===== config.mk =====
export PLATFORM = sky130hd
export DESIGN_NAME = mdu_divider
export DESIGN_NICKNAME = d
export VERILOG_FILES = /design/src/rtl/mdu_divider.sv
export SDC_FILE = /design/constraint.sdc
export NUM_CORES = 1
export LEC_CHECK = 0
export CAP_MARGIN = 20
export CORE_MARGIN = 5
export CORE_UTILIZATION = 45
export DETAILED_ROUTE_END_ITERATION = 10
export PLACE_DENSITY = 0.73
export SYNTH_ARGS = -nofsm -noshare
export SYNTH_HDL_FRONTEND = slang
export SYNTH_SLANG_ARGS = --single-unit

===== constraint.sdc =====
create_clock -name clk -period 7.95 [get_ports clk]
set_clock_uncertainty 0.15 [all_clocks]
set_input_delay 2.385 -clock clk [delete_from_list [all_inputs] [get_ports clk]]
set_output_delay 2.385 -clock clk [all_outputs]
set_load 0.01 [all_outputs]

===== src/rtl/mdu_divider.sv =====
// mdu_divider: multi-cycle 32-bit radix-2 restoring divider for the EXE stage.
// Handles OP_DIV (signed) and OP_DIVU (unsigned), producing quotient (LO) and
// remainder (HI). The state machine runs IDLE -> CALC (32 steps) -> DONE.
// Optional feature macro: DIV_FAST_PATH_EN. When it is defined, a divide by
// zero or |dividend| < |divisor| skips CALC and completes in one cycle.
module mdu_divider (
  input  logic        clk,
  input  logic        rst,
  input  logic        div_start,
  input  logic        div_signed,
  input  logic [31:0] dividend,
  input  logic [31:0] divisor,
  input  logic        flush,
  output logic        div_busy,
  output logic        div_done,
  output logic [31:0] quotient,
  output logic [31:0] remainder
);

  typedef enum logic [1:0] {
    IDLE = 2'd0,
    CALC = 2'd1,
    DONE = 2'd2
  } state_t;

  state_t      state;
  logic [31:0] dq;        // dividend bits shifting out / quotient bits shifting in
  logic [31:0] rem;       // partial remainder
  logic [31:0] dvsr;      // |divisor|
  logic        qsign;     // negate the quotient on completion
  logic        rsign;     // negate the remainder on completion
  logic [5:0]  step_cnt;

  logic [31:0] abs_a;
  logic [31:0] abs_b;
  logic        a_neg;
  logic        b_neg;
  logic        div_zero;
  logic [32:0] partial;
  logic        step_ok;
  logic [31:0] rem_nxt;
  logic [31:0] dq_nxt;
  logic [31:0] q_fix;
  logic [31:0] r_fix;

  // Operand magnitudes and one restoring step, plus the final sign fixup.
  // NOTE: every always_comb output gets a default first, so no path can leave a
  // signal unassigned and infer a latch.
  always_comb begin
    a_neg    = div_signed & dividend[31];
    b_neg    = div_signed & divisor[31];
    abs_a    = a_neg ? (32'd0 - dividend) : dividend;
    abs_b    = b_neg ? (32'd0 - divisor) : divisor;
    div_zero = (divisor == 32'd0);

    // rem < dvsr holds throughout, so the 33-bit difference never overflows
    // and bit 32 is a reliable borrow.
    partial  = {rem, dq[31]} - {1'b0, dvsr};
    step_ok  = ~partial[32];
    rem_nxt  = {rem[30:0], dq[31]};
    if (step_ok) begin
      rem_nxt = partial[31:0];
    end
    dq_nxt   = {dq[30:0], step_ok};

    q_fix    = qsign ? (32'd0 - dq_nxt) : dq_nxt;
    r_fix    = rsign ? (32'd0 - rem_nxt) : rem_nxt;
  end

  // Control FSM, iteration datapath and registered outputs.
  // NOTE: sequential state uses non-blocking assignments only, so every
  // register samples values from before the edge regardless of statement order.
  always_ff @(posedge clk or posedge rst) begin
    if (rst) begin
      state     <= IDLE;
      dq        <= '0;
      rem       <= '0;
      dvsr      <= '0;
      qsign     <= 1'b0;
      rsign     <= 1'b0;
      step_cnt  <= '0;
      div_busy  <= 1'b0;
      div_done  <= 1'b0;
      quotient  <= '0;
      remainder <= '0;
    end else if (flush) begin
      // Cancel: back to IDLE, no done pulse, results untouched.
      state    <= IDLE;
      div_busy <= 1'b0;
      div_done <= 1'b0;
    end else begin
      case (state)
        IDLE: begin
          div_done <= 1'b0;
          if (div_start) begin
            dq       <= abs_a;
            rem      <= '0;
            dvsr     <= abs_b;
            // With a zero divisor the iteration yields q = all ones and
            // r = |dividend|; forcing qsign low and keeping rsign = sign(a)
            // turns that into FFFF_FFFF / dividend-as-presented.
            qsign    <= (a_neg ^ b_neg) & ~div_zero;
            rsign    <= a_neg;
            step_cnt <= '0;
`ifdef DIV_FAST_PATH_EN
            if (div_zero) begin
              quotient  <= 32'hFFFF_FFFF;
              remainder <= dividend;
              div_done  <= 1'b1;
              state     <= DONE;
            end else if (abs_a < abs_b) begin
              quotient  <= '0;
              remainder <= dividend;
              div_done  <= 1'b1;
              state     <= DONE;
            end else begin
              div_busy <= 1'b1;
              state    <= CALC;
            end
`else
            div_busy <= 1'b1;
            state    <= CALC;
`endif
          end
        end

        CALC: begin
          dq       <= dq_nxt;
          rem      <= rem_nxt;
          step_cnt <= step_cnt + 6'd1;
          if (step_cnt == 6'd31) begin
            // Last step: register the sign-corrected results directly.
            quotient  <= q_fix;
            remainder <= r_fix;
            div_busy  <= 1'b0;
            div_done  <= 1'b1;
            state     <= DONE;
          end
        end

        DONE: begin
          div_done <= 1'b0;
          state    <= IDLE;
        end

        default: begin
          div_busy <= 1'b0;
          div_done <= 1'b0;
          state    <= IDLE;
        end
      endcase
    end
  end

endmodule


After elaboration in Yosys (flattened, before gate mapping)
Index checks and enable logic that the tools add are counted.

storage, ports and cells
  register bits = 172
  bits of input ports = 69
  output and inout port bits = 66
  logic and storage cells = 61

cells by class
  add/subtract/negate cells = 6
  eq/ne operators = 7
  mux-type cells = 22
  bitwise logic cells = 7
  reduce and logical (&&, ||, !) cells = 8

operator list
  cell                     number
  $mux W32                 7
  $pmux W32 S2             2
  $sub A1 B32 Y32 const A  4
  $sub A33 B32 Y33         1
  $logic_not A32 Y1        1
  $pmux W6 S2              1
  $reduce_and A3 Y1        4
  $add A6 B1 Y6 const B    1
  $eq A6 B5 Y1 const B     1
  $mux W1                  6
  $mux W2                  3
  $mux W6                  1
  $ne A3 B3 Y1 const B     2
  $ne A2 B2 Y1 const B     2
  $pmux W2 S2              1
  $and A1 B1 Y1            3
  $not A1 Y1               3
  $pmux W1 S3              1
  $eq A2 B1 Y1 const B     1
  $eq A2 B2 Y1 const B     1
  $logic_not A2 Y1         1
  $reduce_and A2 Y1        1
  $reduce_bool A2 Y1       1
  $xor A1 B1 Y1            1

Depth between registers and ports, before layout
Gate-level depths: netlist of the first run.

  depth in word-level cells = 4
  gate-level depth with buffers = 27
  gate-level depth less buffers = 22

Worst setup path before layout of the first run
No wires, ideal clock.

  kind = reg-to-reg
  from = register rem[16]
  to = register remainder[24]
  library setup time = 130 ps
  arrival = 5583 ps
  data required time = 7670 ps
  slack = 2087 ps
  stages on the path, launching flop included = 26
  path buffers = 6
  period minus slack after synthesis = 5863 ps
  cell sequence = dfrtp_1 > ha_1 > clkbuf_1 > a21oi_1 > o21ai_1 > and3_1 > o31ai_1 > nand4_2 > buf_6 > nand2_2 > buf_6 > buf_2 > buf_1 > buf_2 > nand2_1 > o21ai_0 > ha_1 > nand2_1 > a2111oi_0 > nor3b_1 > nand4b_1 > o31a_1 > or4_4 > o31ai_2 > xnor2_1 > o21ai_1

on the way
  longest elaborated chain between the ends = 4

RTL lines
  what                      RTL line  source
  start: declaration        28        logic [31:0] rem;
  start signal: assignment  129       rem <= rem_nxt;
  $sub A33 B32 Y33          58        partial = {rem, dq[31]} - {1'b0, dvsr};
  $mux W32 (*)              61        if (step_ok) begin
  $sub A1 B32 Y32           67        r_fix = rsign ? (32'd0 - rem_nxt) : rem_nxt;
  $mux W32 (*)              67
  end signal: assignment    134       remainder <= r_fix;
  end: declaration          17        output logic [31:0] remainder

Every way passes the cells marked *; elsewhere a longest branch is shown, timed or not.
A chain may end at the register's enable or synchronous reset.

Worst setup path in the final report of the first run
Same ends and word-level chain as after synthesis.

==> results of run 1 <==
[registers in the layout (all words and copies together), names as in the netlist, 2 cells and up]
signal     cells
dq            32
dvsr          32
quotient      32
rem           32
remainder     32
step_cnt       6
state          2
[where the power goes]
| part | leakage [nW] | switching [W] | internal (W) |
|---|---|---|---|
| combinational | 3.39 | 0.00165 | 0.000983 |
| clock | 0.281 | 0.000384 | 0.000479 |
| sequential | 2.28 | 0.000197 | 0.00103 |
[metal layers]
metal  global-route usage [%]  vias up  share of wire [%]
met5                        0        -                  0
met4                     7.99        0                3.4
met3                     3.44       81                6.0
met2                     35.6      410                 44
met1                     32.8     5428                 46
li1                         -     5582                  -
[critical path: stages (launching register included)]
cell	delay (ps)
sky130_fd_sc_hd__dfrtp_1	470
sky130_fd_sc_hd__ha_1	450
sky130_fd_sc_hd__a21oi_1	240
sky130_fd_sc_hd__o21ai_1	150
sky130_fd_sc_hd__and3_1	190
sky130_fd_sc_hd__o31ai_1	470
sky130_fd_sc_hd__nand4_2	390
sky130_fd_sc_hd__nand2_2	290
sky130_fd_sc_hd__nand2_1	80
sky130_fd_sc_hd__o21ai_0	130
sky130_fd_sc_hd__ha_1	230
sky130_fd_sc_hd__nand2_1	60
sky130_fd_sc_hd__a2111oi_0	570
sky130_fd_sc_hd__nor3b_1	360
sky130_fd_sc_hd__nand4b_1	250
sky130_fd_sc_hd__o31a_1	370
sky130_fd_sc_hd__or4_4	500
sky130_fd_sc_hd__o31ai_2	270
sky130_fd_sc_hd__xnor2_1	150
sky130_fd_sc_hd__o21ai_1	70
[logic make-up (layout without fill, tap and decap cells)]
| logic type | Yosys count | count (layout) | synth area share, % |
|---|---|---|---|
| XOR/XNOR | 131 | 131 | 9.41 |
| AND/OR/NAND/NOR | 533 | 533 | 20.6 |
| multiplexers | 27 | 27 | 2.27 |
| buffers and inverters | 135 | 232 | 4.50 |
| flip-flops | 172 | 172 | 35.3 |
| AO/OA/AOI/OAI | 481 | 481 | 24.0 |
| other | 0 | 1 | 0 |
| adder cells (fa/ha/maj) | 38 | 38 | 3.96 |
[layout make-up]
cell class / instances / area [um2] / share of cell area, %
inverter: 56 / 215 / 1.50
clock buffer: 19 / 443 / 3.09
antenna: 1 / 2.50 / 0.0175
sequential: 172 / 4300 / 30.0
timing repair buffer: 145 / 1430 / 9.97
multi-input combinational: 1210 / 7360 / 51.4
clock inverter: 12 / 149 / 1.04
tap: 341 / 427 / 2.98
[placed cells by master, fill, tap and decap left out, drive strengths merged, types with 24 or more instances in the layout]
master	netlist	final
xnor2	63	63
ha	37	37
dfrtp	172	172
nor2	114	114
nor3	26	26
clkdlybuf4s50	0	134
xor2	68	68
o31ai	24	24
inv	56	63
o21ai	227	227
or3	32	32
a21oi	101	101
nand2	235	235
[worst paths after layout]
check                                 to         start  depth (start not counted)  slack, ps
max                        remainder[24]       rem[16]                         19       1970
min reg2reg                 remainder[6]  remainder[6]                          2        330
min                         remainder[6]  remainder[6]                          2        330
min in group asynchronous    quotient[0]           rst                          2       2260
max reg2reg                remainder[24]       rem[16]                         19       1970
max in group asynchronous        dvsr[9]           rst                          3       4130
[metrics by stage]
| stage | total power [W] | cell area (um2) | hold slack, ps |
|---|---|---|---|
| 2_1_floorplan | 0.00315 | 12200 | 300 |
| 3_3_place_gp | 0.00376 | 13700 | 312 |
| 3_5_place_dp | 0.00380 | 13700 | 312 |
| 4_1_cts | 0.00467 | 14300 | 330 |
| 5_1_grt | 0.00508 | 14300 | 354 |
| 6_report | 0.00472 | 14300 | 326 |
==> flow_summary.rst, run 1 <==
.. list-table::
   :header-rows: 1

   * - Metric
     - Value
   * - Setup violation total in the final timing report
     - 0
   * - Clock-pin slew on the worst setup and hold paths
     - 70 ps
   * - Minimum clock period after layout
     - 5980 ps
   * - Clock buffers created by TritonCTS
     - 17
   * - Rows
     - 60
   * - Yosys warning count
     - 0
   * - Worst endpoint data arrival time
     - 6130 ps
   * - First-pass GRT wire length
     - slightly below 60000 um
   * - Share of post-route cells with drive strength above 1
     - around 4.8%
   * - Cell count after placement
     - ~1900
   * - Clock sink count
     - 172
   * - Cell count after synthesis
     - 1517
   * - Number of distinct library cells after synthesis
     - 84
   * - Top cells by instance count after synthesis
     - sky130_fd_sc_hd__nand2_1, sky130_fd_sc_hd__o21ai_0, sky130_fd_sc_hd__dfrtp_1
   * - Setup repair after global routing missed its margin
     - false
   * - Most frequent cell after synthesis
     - sky130_fd_sc_hd__nand2_1
   * - Async set or reset register ratio after synthesis
     - 100%
   * - Synth Register Bits
     - 172
   * - Top cell type by total area after synthesis
     - sky130_fd_sc_hd__dfrtp_1
   * - Htree depth
     - 4
   * - Overall fraction of global-route tracks in use
     - 22.9%
   * - Die footprint
     - 0.0305 mm2
   * - Layout Nets
     - around 1700
   * - Synth top area share
     - between 30% and 40%
   * - Sum of overflow across all layers after global routing
     - 0
   * - Final Hold Fails
     - 0
   * - Post-route clock period utilization
     - about three quarters
   * - Areal power density over the cells
     - about 330 mW/mm2
   * - Height of the die
     - 175 um
   * - Required time at the worst-slack endpoint
     - a little over 8000 ps
   * - Clock Path Buffers
     - 2
   * - Count of maximum capacitance violations
     - 0
   * - Via count of the routed design
     - 11500
   * - Leakage power summed over all cells
     - 5.95 nW
   * - Clock tree from TritonCTS
     - yes
   * - Initial antenna violation count
     - 0
   * - Worst skew pair latency
     - 440 ps
   * - Fin util
     - a little over half
   * - Final Max Slew Viols
     - 0
   * - Classification of the worst setup path
     - reg2reg
   * - Hold crit path type
     - reg2reg
   * - Post-synthesis area per instance
     - 8.04 um2
   * - Number of instances resized during post-cts repair
     - 0
   * - EDFF count, synth
     - 0
   * - Maximum fanout encountered on the critical timing path
     - 11
   * - Number of global-route vias before repair
     - 11000
   * - Port Buf Inserts
     - between 100 and 150
   * - Top achievable clock speed
     - 167 MHz
   * - Transition time of the tightest slew-check pin
     - 1100 ps
   * - Number of DRC violations after detailed routing
     - 0
   * - CP Capture Type
     - register
   * - Horizontal extent of the die
     - 175 um
   * - Clock root buffer master
     - sky130_fd_sc_hd__clkbuf_16
   * - Starting density of the core
     - 45.5%
   * - DRC marker count from the first detailed-route iteration
     - 883
   * - Pin count of the biggest net entering global routing
     - 84
   * - First-pass iteration count of the detailed router
     - 5
   * - Core footprint
     - 0.0268 mm2
   * - Final Wtd Congestion
     - ~0.9
   * - Average via count per standard cell
     - 5.88
   * - Sequential area share after synthesis
     - 35.3%
   * - Count of nets left with antenna violations after detail routing
     - 0
   * - Largest cells by area after synthesis
     - sky130_fd_sc_hd__dfrtp_1, sky130_fd_sc_hd__o21ai_0, sky130_fd_sc_hd__nand2_1
   * - Maximum vdd drop
     - between 0.00015 and 0.0002 V
   * - Kind of start point of the critical path
     - register
   * - Post-detailed-route wirelength per cell
     - 18.1 um
   * - Non-filler cells in the finished layout
     - 1956
   * - Slew headroom
     - between 20% and 30%
   * - Layout filler cell count
     - 2496
   * - Least setup slack across all paths after layout
     - 1970 ps
   * - Total standard cell area after synthesis
     - roughly 0.012 mm2
   * - Number of setup buffers added after CTS
     - 0
   * - Post-synth net total
     - 1624
   * - Half-perimeter wire length after placement
     - ~27000 um
   * - Layout overhead on the synthesized area
     - 17.6%
   * - Commonest register cell after synthesis
     - sky130_fd_sc_hd__dfrtp_1
   * - I/O pin count
     - 135
   * - Final WL
     - between 30000 and 40000 um
   * - Pre-CTS WS
     - 1630 ps
   * - Final-layout setup total negative slack
     - 0 ps
   * - Status
     - finished, final reports clean
   * - Total of hold buffers inserted after clock tree synthesis
     - 0
Note: power is estimated with default switching activity, not from simulation.
==> run 2, diff against run 1 <==
--- a/config.mk
+++ b/config.mk
@@ -9,7 +9,7 @@
 export CORE_MARGIN = 5
 export CORE_UTILIZATION = 45
 export DETAILED_ROUTE_END_ITERATION = 10
-export PLACE_DENSITY = 0.73
+export PLACE_DENSITY = 0.76
 export SYNTH_ARGS = -nofsm -noshare
 export SYNTH_HDL_FRONTEND = slang
 export SYNTH_SLANG_ARGS = --single-unit
==> constraint.sdc (replaced) <==
create_clock -name clk -period 5.2 [get_ports clk]
set_clock_uncertainty 0.15 [all_clocks]
set_input_delay 1.56 -clock clk [delete_from_list [all_inputs] [get_ports clk]]
set_output_delay 1.56 -clock clk [all_outputs]
set_load 0.01 [all_outputs]
==> run 2 against run 1 <==
  * Clock-buffer cell count decreased by 1
  * Wire length increased by 3.0%
  * Global-route usage increased by 0.25 points
  * Clock power increased by 54%
  * Worst hold slack improved by 5.3 ps
  * Via count increased by 2.3%
  * Critical path depth increased by 1
  * Sequential share of layout area decreased by 1.2 points
  * Register-to-register slack got worse by 1900 ps
  * Die area unchanged
  * Non-clock buffer count increased by 65
  * Combinational power increased by 67%
==> flow_summary.rst, run 2 (same netlist as run 1, synthesis figures left out) <==
.. list-table::
   :header-rows: 1

   * - Metric
     - Value
   * - Status
     - finished, final reports clean
   * - Clock sink count
     - 172 (unchanged)
   * - Clock root buffer master
     - sky130_fd_sc_hd__clkbuf_16
   * - Clock tree from TritonCTS
     - yes
   * - Pin count of the biggest net entering global routing
     - 132 (+57%)
   * - Initial antenna violation count
     - 0 (unchanged)
   * - CP Capture Type
     - register
   * - Clock Path Buffers
     - 2 (unchanged)
   * - Average via count per standard cell
     - 5.82 (-0.98%)
   * - Hold crit path type
     - reg2reg
   * - Height of the die
     - 175 um (unchanged)
   * - Post-route clock period utilization
     - 99.1% (+24 points)
   * - Final Max Slew Viols
     - 0 (unchanged)
   * - Worst skew pair latency
     - 440 ps (about the same)
   * - Worst endpoint data arrival time
     - 5310 ps (-820 ps)
   * - Maximum fanout encountered on the critical timing path
     - 9 (-2)
   * - Count of nets left with antenna violations after detail routing
     - 0 (unchanged)
   * - Final Wtd Congestion
     - 0.970 (+6.0%)
   * - Sum of overflow across all layers after global routing
     - 0 (unchanged)
   * - Stage delay of the slowest cell on the critical path
     - 510 ps (-60 ps)
   * - Via count of the routed design
     - 11800 (+2.3%)
   * - Total of hold buffers inserted after clock tree synthesis
     - 0 (unchanged)
   * - Final Hold Fails
     - 0 (unchanged)
   * - Htree depth
     - 4 (unchanged)
   * - Layout overhead on the synthesized area
     - 22.6%
   * - I/O pin count
     - 135 (unchanged)
   * - Clock buffers created by TritonCTS
     - 17 (unchanged)
   * - Count of maximum capacitance violations
     - 0 (unchanged)
   * - Number of global-route vias before repair
     - 11100 (+1.4%)
   * - Required time at the worst-slack endpoint
     - 5350 ps (-2750 ps)
   * - Clock-pin slew on the worst setup and hold paths
     - 70 ps (about the same)
   * - Worst Hold Slack
     - 332 ps (+5.30 ps)
   * - Power after layout
     - 0.00760 W (+61%)
   * - Overall fraction of global-route tracks in use
     - 23.2% (+0.25 points)
   * - Transition time of the tightest slew-check pin
     - 1190 ps (+83.8 ps)
   * - Cell count after placement
     - 1986 (+3.3%)
   * - Layout filler cell count
     - 2417 (-3.2%)
   * - Cells along the critical path
     - ha_1 > a21o_1 > a31oi_1 > o21ai_0 > o31ai_2 > buf_4 > nand4_2 > nand2_4 > nand2_1 > o21ai_0 > ha_2 > nand2_1 > a2111oi_4 > nor3b_2 > nand4b_1 > o31a_1 > or4_4 > o31ai_4 > xnor2_1 > o21ai_1
   * - Kind of start point of the critical path
     - register
   * - DRC marker count from the first detailed-route iteration
     - 1112 (+26%)
   * - Minimum clock period after layout
     - 5150 ps (-823 ps)
   * - Classification of the worst setup path
     - reg2reg
   * - Final WL
     - 36500 um (+3.0%)
   * - Number of inserted diodes
     - 0 (-1)
   * - Areal power density over the cells
     - 508 mW/mm2 (+54%)
   * - Max stage delay cell, worst path
     - sky130_fd_sc_hd__or4_4
   * - Starting density of the core
     - 45.5% (unchanged)
   * - Rows
     - 60 (unchanged)
   * - Layout Nets
     - 1774 (+3.8%)
   * - Die footprint
     - 0.0305 mm2 (unchanged)
   * - Horizontal extent of the die
     - 175 um (unchanged)
   * - Sum of buffers and inverters on the critical path
     - 1 (+1)
   * - Port Buf Inserts
     - 134 (unchanged)
   * - Top achievable clock speed
     - 194 MHz (+16%)
   * - Half-perimeter wire length after placement
     - 27700 um (+3.6%)
   * - Core footprint
     - 0.0268 mm2 (unchanged)
   * - Post-detailed-route wirelength per cell
     - 18.0 um (-0.34%)
   * - First-pass iteration count of the detailed router
     - 6 (+1)
   * - Non-filler cells in the finished layout
     - 2021 (+3.3%)
   * - Most frequent standard cell in the layout excluding fill and tap cells
     - sky130_fd_sc_hd__nand2_1
   * - Largest delay share family, worst path
     - compound AO/OA/AOI/OAI gates
   * - First-pass GRT wire length
     - 57900 um (+0.46%)
   * - Number of DRC violations after detailed routing
     - 0 (unchanged)
   * - Share of post-route cells with drive strength above 1
     - 9.35% (+4.6 points)
   * - Commonest non-fill, non-tap cells in the layout
     - sky130_fd_sc_hd__nand2_1, sky130_fd_sc_hd__o21ai_0, sky130_fd_sc_hd__dfrtp_1
   * - Leakage power summed over all cells
     - 6.28 nW (+5.6%)
   * - Slew headroom
     - 18.8% (-7.6 points)
   * - Maximum vdd drop
     - 0.000283 V (+61%)
   * - Setup violation total in the final timing report
     - 0 (unchanged)
[run 2: layout make-up]
cell class	instances	area, um2	area share, %
Tap cell	341	427	2.85
Timing Repair Buffer	210	1940	13.0
Clock inverter	14	176	1.18
Clock buffer	18	429	2.87
Multi-Input combinational cell	1210	7450	49.9
Sequential cell	172	4300	28.8
Inverter	56	214	1.43
[run 2: worst paths after layout]
kind,from,cells past startpoint,slack [ps],to
min in group asynchronous,rst,3,1490,quotient[12]
worst max register to register,rem[21],20,50,remainder[24]
max in group asynchronous,rst,3,2770,dvsr[22]
worst min-delay path,remainder[11],2,330,remainder[11]
worst min register to register,remainder[11],2,330,remainder[11]
worst max-delay path,rem[21],20,50,remainder[24]
[run 2: worst min-delay path: stages, from the launching register on]
cell,delay [ps]
sky130_fd_sc_hd__dfrtp_1,340
sky130_fd_sc_hd__nand2_1,50
sky130_fd_sc_hd__o21ai_0,60
[run 2: report_power, final]
group          switching [W]  total (W)  leakage, nW  internal [W]
combinational        0.00267    0.00440         3.71       0.00173
sequential          0.000293    0.00186         2.28       0.00157
clock               0.000601    0.00133        0.292      0.000730
total                0.00356    0.00760         6.28       0.00403
[run 2: layer usage]
| layer | vias to the layer above | routed length (um) | track usage, % |
|---|---|---|---|
| met4 | 0 | 1110 | 7.99 |
| met5 | - | 0 | 0 |
| met3 | 69 | 2280 | 4.07 |
| met1 | 5568 | 16400 | 32.2 |
| li1 | 5696 | - | - |
| met2 | 434 | 16600 | 36.6 |
[run 2: per-stage QoR]
stage	worst slack (ps)	TNS [ps]	area, um2	util (%)
detailed placement	-41.8	-93.7	14300	53.2
global route	-31.5	-31.5	14900	55.8
finish	46.0	0	14900	55.8
floorplan	7.66	0	12300	-
global placement	-10.9	-10.9	14200	53.1
CTS	40.0	0	14900	55.4
[run 2: what timing repair did]
item	CTS	global route
buffers inserted	0	2
resized for setup	0	8
setup endpoints to repair	0	5
==> run 3, diff against run 2 <==
--- a/config.mk
+++ b/config.mk
@@ -9,7 +9,8 @@
 export CORE_MARGIN = 5
 export CORE_UTILIZATION = 45
 export DETAILED_ROUTE_END_ITERATION = 10
-export PLACE_DENSITY = 0.76
+export GPL_ROUTABILITY_DRIVEN = 0
+export PLACE_DENSITY = 0.73
 export SYNTH_ARGS = -nofsm -noshare
 export SYNTH_HDL_FRONTEND = slang
 export SYNTH_SLANG_ARGS = --single-unit
==> constraint.sdc (replaced) <==
create_clock -name clk -period 6.6 [get_ports clk]
set_clock_uncertainty 0.15 [all_clocks]
set_input_delay 1.98 -clock clk [delete_from_list [all_inputs] [get_ports clk]]
set_output_delay 1.98 -clock clk [all_outputs]
set_load 0.01 [all_outputs]
==> run 3 against run 2 <==
  * Sequential share of layout area up 1.2 points
  * Clock power down 22%
  * Global-route usage down 0.80 points
  * Wire length down 3.6%
  * First-iteration DRC count down 11%
  * Cell area down 4.0%
  * Critical path type unchanged
==> flow_summary.rst, run 3 (same netlist as run 1, synthesis figures left out) <==
.. list-table::
   :header-rows: 1

   * - Metric
     - Value
   * - Layout overhead on the synthesized area
     - 17.7%
   * - DRC marker count from the first detailed-route iteration
     - 992 (-11%)
   * - Cell count after placement
     - 1923 (-3.2%)
   * - Half-perimeter wire length after placement
     - 26200 um (-5.4%)
   * - First-pass GRT wire length
     - 56300 um (-2.7%)
   * - Hold Crit Start
     - quotient[10]
   * - Setup repair after global routing missed its margin
     - false
   * - Core footprint
     - 0.0268 mm2 (unchanged)
   * - Clock buffers created by TritonCTS
     - 17 (unchanged)
   * - Final Hold Fails
     - 0 (unchanged)
   * - Path depth of the worst reg2reg path
     - 18 (-10%)
   * - Number of DRC violations after detailed routing
     - 0 (unchanged)
   * - Commonest non-fill, non-tap cells in the layout
     - sky130_fd_sc_hd__nand2_1, sky130_fd_sc_hd__o21ai_0, sky130_fd_sc_hd__dfrtp_1
   * - CP Capture Type
     - register
   * - Clock Path Buffers
     - 2 (unchanged)
   * - Rows
     - 60 (unchanged)
   * - Clock root buffer master
     - sky130_fd_sc_hd__clkbuf_16
   * - Number of global-route vias before repair
     - 10800 (-2.8%)
   * - Required time at the worst-slack endpoint
     - 6740 ps (+1390 ps)
   * - Final-layout setup total negative slack
     - 0 ps (unchanged)
   * - Final Max Slew Viols
     - 0 (unchanged)
   * - Count of maximum capacitance violations
     - 0 (unchanged)
   * - Classification of the worst setup path
     - reg2reg
   * - Leakage power summed over all cells
     - 5.95 nW (-5.2%)
   * - Post-detailed-route wirelength per cell
     - 18.0 um (-0.33%)
   * - Most frequent standard cell in the layout excluding fill and tap cells
     - sky130_fd_sc_hd__nand2_1
   * - Horizontal extent of the die
     - 175 um (unchanged)
   * - Die footprint
     - 0.0305 mm2 (unchanged)
   * - Layout Nets
     - 1709 (-3.7%)
   * - Clock tree from TritonCTS
     - yes
   * - Transition time of the tightest slew-check pin
     - 1050 ps (-138 ps)
   * - Minimum clock period after layout
     - 6000 ps (+843 ps)
   * - Hold crit path type
     - reg2reg
   * - Number of setup buffers added after CTS
     - 0 (unchanged)
   * - Initial antenna violation count
     - 0 (unchanged)
   * - Status
     - finished, final reports clean
   * - Areal power density over the cells
     - 397 mW/mm2 (-22%)
   * - Top achievable clock speed
     - 167 MHz (-14%)
   * - Share of post-route cells with drive strength above 1
     - 4.83% (-4.5 points)
   * - Maximum fanout encountered on the critical timing path
     - 11 (+2)
   * - Htree depth
     - 4 (unchanged)
   * - Reg-to-reg endpoint
     - remainder[24]
   * - Setup violation total in the final timing report
     - 0 (unchanged)
   * - I/O pin count
     - 135 (unchanged)
   * - Slew headroom
     - 30.1% (+11 points)
   * - Via count of the routed design
     - 11500 (-2.2%)
   * - Post-route clock period utilization
     - 90.9% (-8.2 points)
   * - Reg2reg setup slack
     - 600 ps (+560 ps)
   * - Count of nets left with antenna violations after detail routing
     - 0 (unchanged)
   * - Power after layout
     - 0.00570 W (-25%)
   * - Number of instances resized during post-cts repair
     - 0 (unchanged)
   * - Number of inserted diodes
     - 0 (unchanged)
   * - Non-filler cells in the finished layout
     - 1955 (-3.3%)
   * - Height of the die
     - 175 um (unchanged)
   * - Clock sink count
     - 172 (unchanged)
   * - Layout filler cell count
     - 2488 (+2.9%)
   * - Worst endpoint data arrival time
     - 6140 ps (+830 ps)
   * - Pin count of the biggest net entering global routing
     - 173 (+31%)
   * - Sum of overflow across all layers after global routing
     - 0 (unchanged)
   * - Worst Hold Path EP
     - quotient[10]
   * - Kind of start point of the critical path
     - register
   * - Total of hold buffers inserted after clock tree synthesis
     - 0 (unchanged)
   * - Starting density of the core
     - 45.5% (unchanged)
   * - Average via count per standard cell
     - 5.89 (+1.1%)
   * - Final WL
     - 35200 um (-3.6%)
   * - Hold depth
     - 2 (unchanged)
   * - Reg-to-Reg Start
     - rem[18]
   * - Worst skew pair latency
     - 440 ps (about the same)
   * - First-pass iteration count of the detailed router
     - 8 (+2)
   * - Overall fraction of global-route tracks in use
     - 22.4% (-0.80 points)
   * - Clock-pin slew on the worst setup and hold paths
     - 70 ps (about the same)
   * - Maximum vdd drop
     - 0.000163 V (-42%)
   * - Port Buf Inserts
     - 134 (unchanged)
[run 3: changes by cell type in the layout (fill, tap and decap cells not counted), sizes merged]
cell and delta:
buf -66, dlymetal6s2s +1, inv -1
[run 3: final cells by class]
type                            instances  area, um2  area share (%)
Clock buffer                           18        439            3.06
Tap cell                              341        427            2.98
Clock inverter                         13        153            1.06
Inverter                               56        214            1.49
Multi-Input combinational cell       1210       7360            51.3
Sequential cell                       172       4300            30.0
Timing Repair Buffer                  145       1440            10.1
[run 3: worst max path at each step]
| stage | end | slack, ps | startpoint |
|---|---|---|---|
| after floorplan | remainder[24] | 740 | rem[16] |
| after global placement | dq[28] | 760 | dividend[10] |
| after detailed placement | dq[28] | 740 | dividend[10] |
| after CTS | remainder[24] | 680 | rem[18] |
| after global routing | remainder[24] | 90 | rem[16] |
| final | remainder[24] | 600 | rem[18] |
[run 3: routing by layer]
metal,vias to the layer above,part of all wire (%),GRT usage (%)
li1,5575,-,-
met1,5465,46,32.1
met2,389,45,34.4
met3,79,6.0,3.55
met4,0,3.0,7.92
met5,-,0,0
[run 3: critical path: stages, from the launching register on]
cell                        delay (ps)
sky130_fd_sc_hd__dfrtp_1           420
sky130_fd_sc_hd__ha_1              450
sky130_fd_sc_hd__a21oi_1           220
sky130_fd_sc_hd__o21ai_1           150
sky130_fd_sc_hd__and3_1            190
sky130_fd_sc_hd__o31ai_1           550
sky130_fd_sc_hd__a31o_2            430
sky130_fd_sc_hd__nand2_2           160
sky130_fd_sc_hd__o21ai_0           360
sky130_fd_sc_hd__ha_1              240
sky130_fd_sc_hd__nand2_1            50
sky130_fd_sc_hd__a2111oi_0         500
sky130_fd_sc_hd__nor3b_1           370
sky130_fd_sc_hd__nand4b_1          230
sky130_fd_sc_hd__o31a_1            360
sky130_fd_sc_hd__or4_4             490
sky130_fd_sc_hd__o31ai_2           270
sky130_fd_sc_hd__xnor2_1           160
sky130_fd_sc_hd__o21ai_1            80
[run 3: stage by stage]
stage               utilization [%]  worst slack [ps]  hold slack, ps  area, um2
floorplan                         -               737             300      12200
global placement               51.3               756             313      13700
detailed placement             51.3               738             317      13700
CTS                            53.5               681             335      14300
global route                   53.5              87.8             358      14300
finish                         53.5               603             329      14300
[run 3: power by group]
part	internal, W	leakage [nW]	switching (W)
sequential	0.00124	2.28	0.000226
clock	0.000575	0.286	0.000460
combinational	0.00119	3.39	0.00201
total	0.00300	5.95	0.00269
